--- config.mk ---
export PLATFORM = sky130hd
export DESIGN_NAME = uart_rx_fifo
export DESIGN_NICKNAME = d
export VERILOG_FILES = /design/src/rtl/uart_pkg.sv /design/src/rtl/sync_fifo.sv /design/src/rtl/uart_rx_fifo.sv
export SDC_FILE = /design/constraint.sdc
export NUM_CORES = 1
export LEC_CHECK = 0
export CAP_MARGIN = 10
export CORE_UTILIZATION = 30
export DETAILED_ROUTE_END_ITERATION = 10
export MAX_ROUTING_LAYER = met4
export RECOVER_POWER = 100
export REMOVE_ABC_BUFFERS = 1
export SLEW_MARGIN = 20
export SYNTH_ARGS = -nofsm -noshare
export SYNTH_HDL_FRONTEND = slang
export SYNTH_SLANG_ARGS = --single-unit
--- constraint.sdc ---
create_clock -name clk_i -period 3.7 [get_ports clk_i]
set_clock_uncertainty 0.15 [all_clocks]
set_input_delay 0.555 -clock clk_i [delete_from_list [all_inputs] [get_ports clk_i]]
set_output_delay 0.555 -clock clk_i [all_outputs]
set_load 0.1 [all_outputs]
--- src/rtl/uart_pkg.sv ---
// Shared types for the UART receive path: parity modes, receiver states and the
// {ferr, perr, data} word stored in the receive FIFO.
package uart_pkg;

  localparam int MAX_DATA_BITS = 8;

  typedef enum logic [1:0] {
    PAR_NONE = 2'd0,
    PAR_EVEN = 2'd1,
    PAR_ODD  = 2'd2
  } parity_e;

  typedef enum logic [2:0] {
    ST_IDLE,
    ST_START,
    ST_DATA,
    ST_PARITY,
    ST_STOP,
    ST_BREAK
  } rx_state_e;

  // Data field is sized for the widest character; narrower characters are zero-extended.
  typedef struct packed {
    logic                     ferr;
    logic                     perr;
    logic [MAX_DATA_BITS-1:0] data;
  } rx_word_t;

  function automatic logic parity_error(parity_e mode, logic rx_bit, logic [MAX_DATA_BITS-1:0] data);
    case (mode)
      PAR_EVEN: return rx_bit != (^data);
      PAR_ODD:  return rx_bit != (~^data);
      default:  return 1'b0;
    endcase
  endfunction

endpackage

--- src/rtl/sync_fifo.sv ---
// Single-clock FIFO with wrap-bit pointers, level count and registered
// show-ahead head output.
module sync_fifo #(
  parameter int WIDTH = 8,
  parameter int DEPTH = 8
) (
  input  logic                     i_clk,
  input  logic                     i_rst,
  input  logic                     i_wr_en,
  input  logic [WIDTH-1:0]         i_wr_data,
  input  logic                     i_rd_en,
  output logic [WIDTH-1:0]         o_rd_data,
  output logic                     o_valid,
  output logic [$clog2(DEPTH):0]   o_level,
  output logic                     o_overflow
);
  localparam int AW = $clog2(DEPTH);
  localparam logic [AW:0] PTR_ONE = (AW+1)'(1);

  logic [WIDTH-1:0] r_mem [DEPTH];
  logic [WIDTH-1:0] r_rd_data;
  logic [AW:0]      r_wptr;
  logic [AW:0]      r_rptr;
  logic [AW:0]      w_rptr_next;
  logic             w_empty;
  logic             w_full;
  logic             w_wr;
  logic             w_rd;

  assign w_empty     = (r_wptr == r_rptr);
  assign w_full      = (r_wptr[AW] != r_rptr[AW]) && (r_wptr[AW-1:0] == r_rptr[AW-1:0]);
  assign w_rd        = i_rd_en && !w_empty;
  // A pop frees the slot the simultaneous push needs, so a full FIFO still accepts it.
  assign w_wr        = i_wr_en && (!w_full || w_rd);
  assign w_rptr_next = w_rd ? (r_rptr + PTR_ONE) : r_rptr;

  assign o_overflow  = i_wr_en && w_full && !w_rd;
  assign o_valid     = !w_empty;
  assign o_level     = r_wptr - r_rptr;
  assign o_rd_data   = r_rd_data;

  always_ff @(posedge i_clk) begin
    if (w_wr) begin
      r_mem[r_wptr[AW-1:0]] <= i_wr_data;
    end
  end

  always_ff @(posedge i_clk) begin
    if (i_rst) begin
      r_wptr    <= '0;
      r_rptr    <= '0;
      r_rd_data <= '0;
    end else begin
      if (w_wr) begin
        r_wptr <= r_wptr + PTR_ONE;
      end
      r_rptr <= w_rptr_next;
      // Bypass the RAM when the new head is the slot being written this cycle.
      if (w_wr || w_rd) begin
        r_rd_data <= (w_wr && (w_rptr_next == r_wptr)) ? i_wr_data : r_mem[w_rptr_next[AW-1:0]];
      end
    end
  end

endmodule

--- src/rtl/uart_rx_fifo.sv ---
// UART receiver with configurable framing, parity/framing/overrun detection and
// a show-ahead receive FIFO behind a ready/valid port.
module uart_rx_fifo
  import uart_pkg::*;
#(
  parameter int CCS_PER_BIT = 217,
  parameter int DATA_BITS   = 8,
  parameter int PARITY      = 0,
  parameter int STOP_BITS   = 1,
  parameter int FIFO_DEPTH  = 8
) (
  input  logic                          clk_i,
  input  logic                          rst_i,
  input  logic                          rx_data_i,
  output logic [DATA_BITS-1:0]          rx_byte_o,
  output logic                          rx_perr_o,
  output logic                          rx_ferr_o,
  output logic                          rx_valid_o,
  input  logic                          rx_ready_i,
  output logic [$clog2(FIFO_DEPTH):0]   rx_level_o,
  output logic                          overrun_o,
  input  logic                          ovr_clr_i
);
  localparam int               CNT_W    = $clog2(CCS_PER_BIT);
  localparam parity_e          PAR_MODE = parity_e'(PARITY);
  localparam logic [CNT_W-1:0] CNT_HALF = CNT_W'(CCS_PER_BIT / 2 - 1);
  localparam logic [CNT_W-1:0] CNT_FULL = CNT_W'(CCS_PER_BIT - 1);
  localparam logic [CNT_W-1:0] CNT_ONE  = CNT_W'(1);

  logic [1:0]           r_sync;
  rx_state_e            r_state;
  logic [CNT_W-1:0]     r_cnt;
  logic [2:0]           r_idx;
  logic [DATA_BITS-1:0] r_data;
  logic                 r_perr;
  logic                 r_ferr;
  logic                 r_overrun;
  logic                 w_rxs;
  logic                 w_tick;
  logic                 w_push;
  logic                 w_overflow;
  rx_word_t             w_word;
  rx_word_t             w_head;

  always_ff @(posedge clk_i) begin
    if (rst_i) begin
      r_sync <= 2'b11;
    end else begin
      r_sync <= {r_sync[0], rx_data_i};
    end
  end

  assign w_rxs  = r_sync[1];
  assign w_tick = (r_cnt == CNT_FULL);
  // The last stop sample is the push point; ferr folds in the sample taken this cycle.
  assign w_push = (r_state == ST_STOP) && w_tick && (r_idx == 3'(STOP_BITS - 1));

  always_comb begin
    w_word                       = '0;
    w_word.ferr                  = r_ferr | ~w_rxs;
    w_word.perr                  = r_perr;
    w_word.data[DATA_BITS-1:0]   = r_data;
  end

  always_ff @(posedge clk_i) begin
    if (rst_i) begin
      r_state <= ST_IDLE;
      r_cnt   <= '0;
      r_idx   <= '0;
      r_data  <= '0;
      r_perr  <= 1'b0;
      r_ferr  <= 1'b0;
    end else begin
      r_cnt <= r_cnt + CNT_ONE;
      case (r_state)
        ST_IDLE: begin
          r_cnt <= '0;
          if (!w_rxs) r_state <= ST_START;
        end
        ST_START: begin
          if (r_cnt == CNT_HALF) begin
            r_cnt   <= '0;
            r_idx   <= '0;
            r_perr  <= 1'b0;
            r_ferr  <= 1'b0;
            r_state <= w_rxs ? ST_IDLE : ST_DATA;
          end
        end
        ST_DATA: begin
          if (w_tick) begin
            r_cnt         <= '0;
            r_data[r_idx] <= w_rxs;
            r_idx         <= r_idx + 3'd1;
            if (r_idx == 3'(DATA_BITS - 1)) begin
              r_idx   <= '0;
              r_state <= (PAR_MODE == PAR_NONE) ? ST_STOP : ST_PARITY;
            end
          end
        end
        ST_PARITY: begin
          if (w_tick) begin
            r_cnt   <= '0;
            r_idx   <= '0;
            r_perr  <= parity_error(PAR_MODE, w_rxs, w_word.data);
            r_state <= ST_STOP;
          end
        end
        ST_STOP: begin
          if (w_tick) begin
            r_cnt  <= '0;
            r_idx  <= r_idx + 3'd1;
            r_ferr <= w_word.ferr;
            if (w_push) r_state <= w_word.ferr ? ST_BREAK : ST_IDLE;
          end
        end
        ST_BREAK: begin
          r_cnt <= '0;
          if (w_rxs) r_state <= ST_IDLE;
        end
        default: r_state <= ST_IDLE;
      endcase
    end
  end

  always_ff @(posedge clk_i) begin
    if (rst_i) begin
      r_overrun <= 1'b0;
    end else if (w_overflow) begin
      r_overrun <= 1'b1;
    end else if (ovr_clr_i) begin
      r_overrun <= 1'b0;
    end
  end

  sync_fifo #(
    .WIDTH ($bits(rx_word_t)),
    .DEPTH (FIFO_DEPTH)
  ) u_fifo (
    .i_clk      (clk_i),
    .i_rst      (rst_i),
    .i_wr_en    (w_push),
    .i_wr_data  (w_word),
    .i_rd_en    (rx_ready_i),
    .o_rd_data  (w_head),
    .o_valid    (rx_valid_o),
    .o_level    (rx_level_o),
    .o_overflow (w_overflow)
  );

  assign rx_byte_o = w_head.data[DATA_BITS-1:0];
  assign rx_perr_o = w_head.perr;
  assign rx_ferr_o = w_head.ferr;
  assign overrun_o = r_overrun;

endmodule

==> results.toml <==
[grt]
grt_overflow = 0
grt_pass1_wl_um = 19900
grt_pass1_vias = 3763
antenna_found_initial = 0
grt_use_total_pct = 13.7
grt_max_degree = 25

[worst_setup_path]
cp.buffers_inverters = 1
r2r_slack_ns = 0.39
worstSetupEndpointType = "primary output"
start_kind = "register"
required_ns = 2.99
timing.critical_path.fanout_max = 10
reg2reg_depth = 8
worstReg2RegStart = "u_fifo.r_wptr[0]"
path_cells = "ha_1 > a21o_1 > a21oi_1 > xnor2_1 > clkbuf_1"
cp_slowest_cell = "clkbuf_1"
slowest_delay_ns = 0.88
critPathArrivalTime_ns = 2.63
cp_top_family = "buffers and inverters"
timing.rr.end = "u_fifo.o_rd_data[3]"
path_class = "register to primary output"

[final_layout]
antenna_cells = 0
final_util_pct = 36.5
syn_to_final_growth_pct = 18.6
final_area_mm2 = 0.00658
nets = 517
fin_cells = 743
drive_above_1_share_pct = 12.6

[drt]
drt-initial-drc-count = 282
vias_per_cell = 5.07
drc = 0
wl_met2_um = 6130
wl_met1_um = 5450
finalWirelength_um = 12200
wl_met3_um = 451
drtPass1Iterations = 5
post_drt_wl_per_cell_um = 16.4
vias = 3765
antenna_left = 0
top_layer = "met4"

[place]
placed_area_mm2 = 0.00606
hpwlAfterDp_um = 8430
port_buffers = 19
dp.cells = 711
gp_congestion = 0.807

[flow_run]
maxCapViolCount = 0

[min_path]
holdPathStages = 1
hp-class = "register to register"
worstHoldEndpoint = "r_sync[1]"
worstHoldStart = "r_sync[0]"

[sta]
setup_viol_count_final = 0
rsz0062_at_grt = "false"
period_needed_ns = 3.33
hold-worst-slack_ns = 0.253
worst_slew_pin_slew_ns = 1.17
final_hold_viol_count = 0
slew_headroom_pct = 22.3
drv_slew = 0
max_freq_ghz = 0.300
min_period_over_period_pct = 90.0

[die]
die_h_um = 138
core-area_mm2 = 0.0180
ioPinCount = 21
dieWidth_um = 138
rows = 49
dieArea_mm2 = 0.0190
start_util_pct = 30.8

[power_and_ir_drop]
finalPower_mw = 3.13
power_density_mw_per_mm2 = 476
power.leakage_nw = 2.12
ir_worst_vdd_mv = 0.315

[clock_tree]
clk_latency_ns = 0.41
cts.sinks = 115
cts_buffer_depth = 2
postCtsSetupBuffers = 0
path_clk_slew_ns = 0.05
hold_buffers = 0
post_cts_resized = 0
h-tree-depth = 4
root_buffer = "clkbuf_16"
numCtsBuffers = 17
cts_tree = "yes"

[synth]
yosysWarnings = 0
async_flop_share_pct = 0
synth_area_mm2 = 0.00555
synth_cell_types = 59
ys_ff_latch = 115
synth_edf_count = 72
synth-seq-area-share_pct = 54.5
syn_avg_cell_area_um2 = 11.7
yosys_most_used_dff = "edfxtp_1"
syn_inst = 473

[status]
outcome = "finished, final reports clean"
stage by stage:
| step | setup TNS (ns) | setup WS [ns] |
|---|---|---|
| global route | 0 | 0.171 |
| CTS | 0 | 0.463 |
| global placement | 0 | 0.529 |
| finish | 0 | 0.370 |
| floorplan | -2.35 | -0.279 |
| detailed placement | 0 | 0.439 |
cell usage in the layout (no fill, tap or decap), types with 10 or more instances in the layout:
master,count
a21oi_1,14
clkbuf_1,20
clkbuf_16,17
dfxtp_1,43
dlygate4sd3_1,11
edfxtp_1,72
ha_1,10
inv_1,16
mux2_2,18
mux2i_1,47
nand2_1,25
nor2_1,41
nor2b_1,12
o21ai_0,16
xnor2_1,12
layout make-up:
type	instances	area [µm²]
Inverter	16	60.1
Fill cell	1779	11400
Clock inverter	9	154
Multi-Input combinational cell	314	2340
Clock buffer	23	458
Timing Repair Buffer	37	256
Tap cell	229	287
Sequential cell	115	3020
flip-flops by register name, indices dropped and copies added (netlist names), 2 cells and up:
register / flops
u_fifo.o_rd_data: 9
r_sync: 2
r_state: 3
r_idx: 3
u_fifo.r_rptr: 4
r_cnt: 8
u_fifo.r_wptr: 4
r_data: 8
u_fifo.r_mem: 72
kinds of logic (layout without fill, tap and decap cells):
family | Yosys count | after routing | share of synthesized area (%)
XOR/XNOR | 20 | 20 | 3.56
adder cells (fa/ha/maj) | 11 | 11 | 2.62
other | 1 | 1 | 0.0676
buffers and inverters | 44 | 85 | 3.27
multiplexers | 66 | 66 | 12.5
AND/OR/NAND/NOR | 123 | 123 | 10.9
flip-flops | 115 | 115 | 54.5
AO/OA/AOI/OAI | 93 | 93 | 12.5
Yosys cell counts (all sizes together) (5+ instances only):
master	count	area share, %
o21ai	16	1.4
dfxtp	43	16
a32oi	9	1.4
nor3	7	0.63
edfxtp	72	39
inv	16	1.1
a21oi	15	1.4
or3	5	0.65
nand3	9	0.81
nand2b	5	0.56
mux2	18	3.7
ha	10	2.3
mux2i	47	8.5
a22oi	8	1.1
nand2	25	1.7
nor2	41	2.8
a21o	9	1.2
xnor2	14	2.5
xor2	6	1.1
clkbuf	22	1.5
nor2b	12	1.4
buf	6	0.70
o221ai	9	1.4
a221oi	8	1.3
metal layers:
| layer | up-vias | GRT usage, % |
|---|---|---|
| li1 | 1820 | - |
| met1 | 1872 | 16.5 |
| met2 | 67 | 21.8 |
| met3 | 6 | 3.33 |
| met4 | 0 | 5.90 |
| met5 | - | - |
power by group:
group	internal [mW]	leakage [nW]	switching, mW
Combinational	0.0303	0.812	0.0415
Sequential	1.36	1.01	0.0170
Clock	1.14	0.293	0.541
worst max-delay path by stage:
stage	startpoint	to	slack (ns)	cells past startpoint
floorplan	u_fifo.r_rptr[2]	rx_level_o[3]	-0.28	4
global placement	rx_ready_i	u_fifo.o_rd_data[5]	0.53	6
detailed placement	rx_ready_i	u_fifo.o_rd_data[9]	0.44	6
CTS	u_fifo.r_wptr[0]	u_fifo.o_rd_data[9]	0.46	8
global route	u_fifo.r_wptr[0]	u_fifo.o_rd_data[2]	0.17	8
finish	u_fifo.r_wptr[1]	rx_level_o[3]	0.37	5
Note: power is estimated with default switching activity, not from simulation.
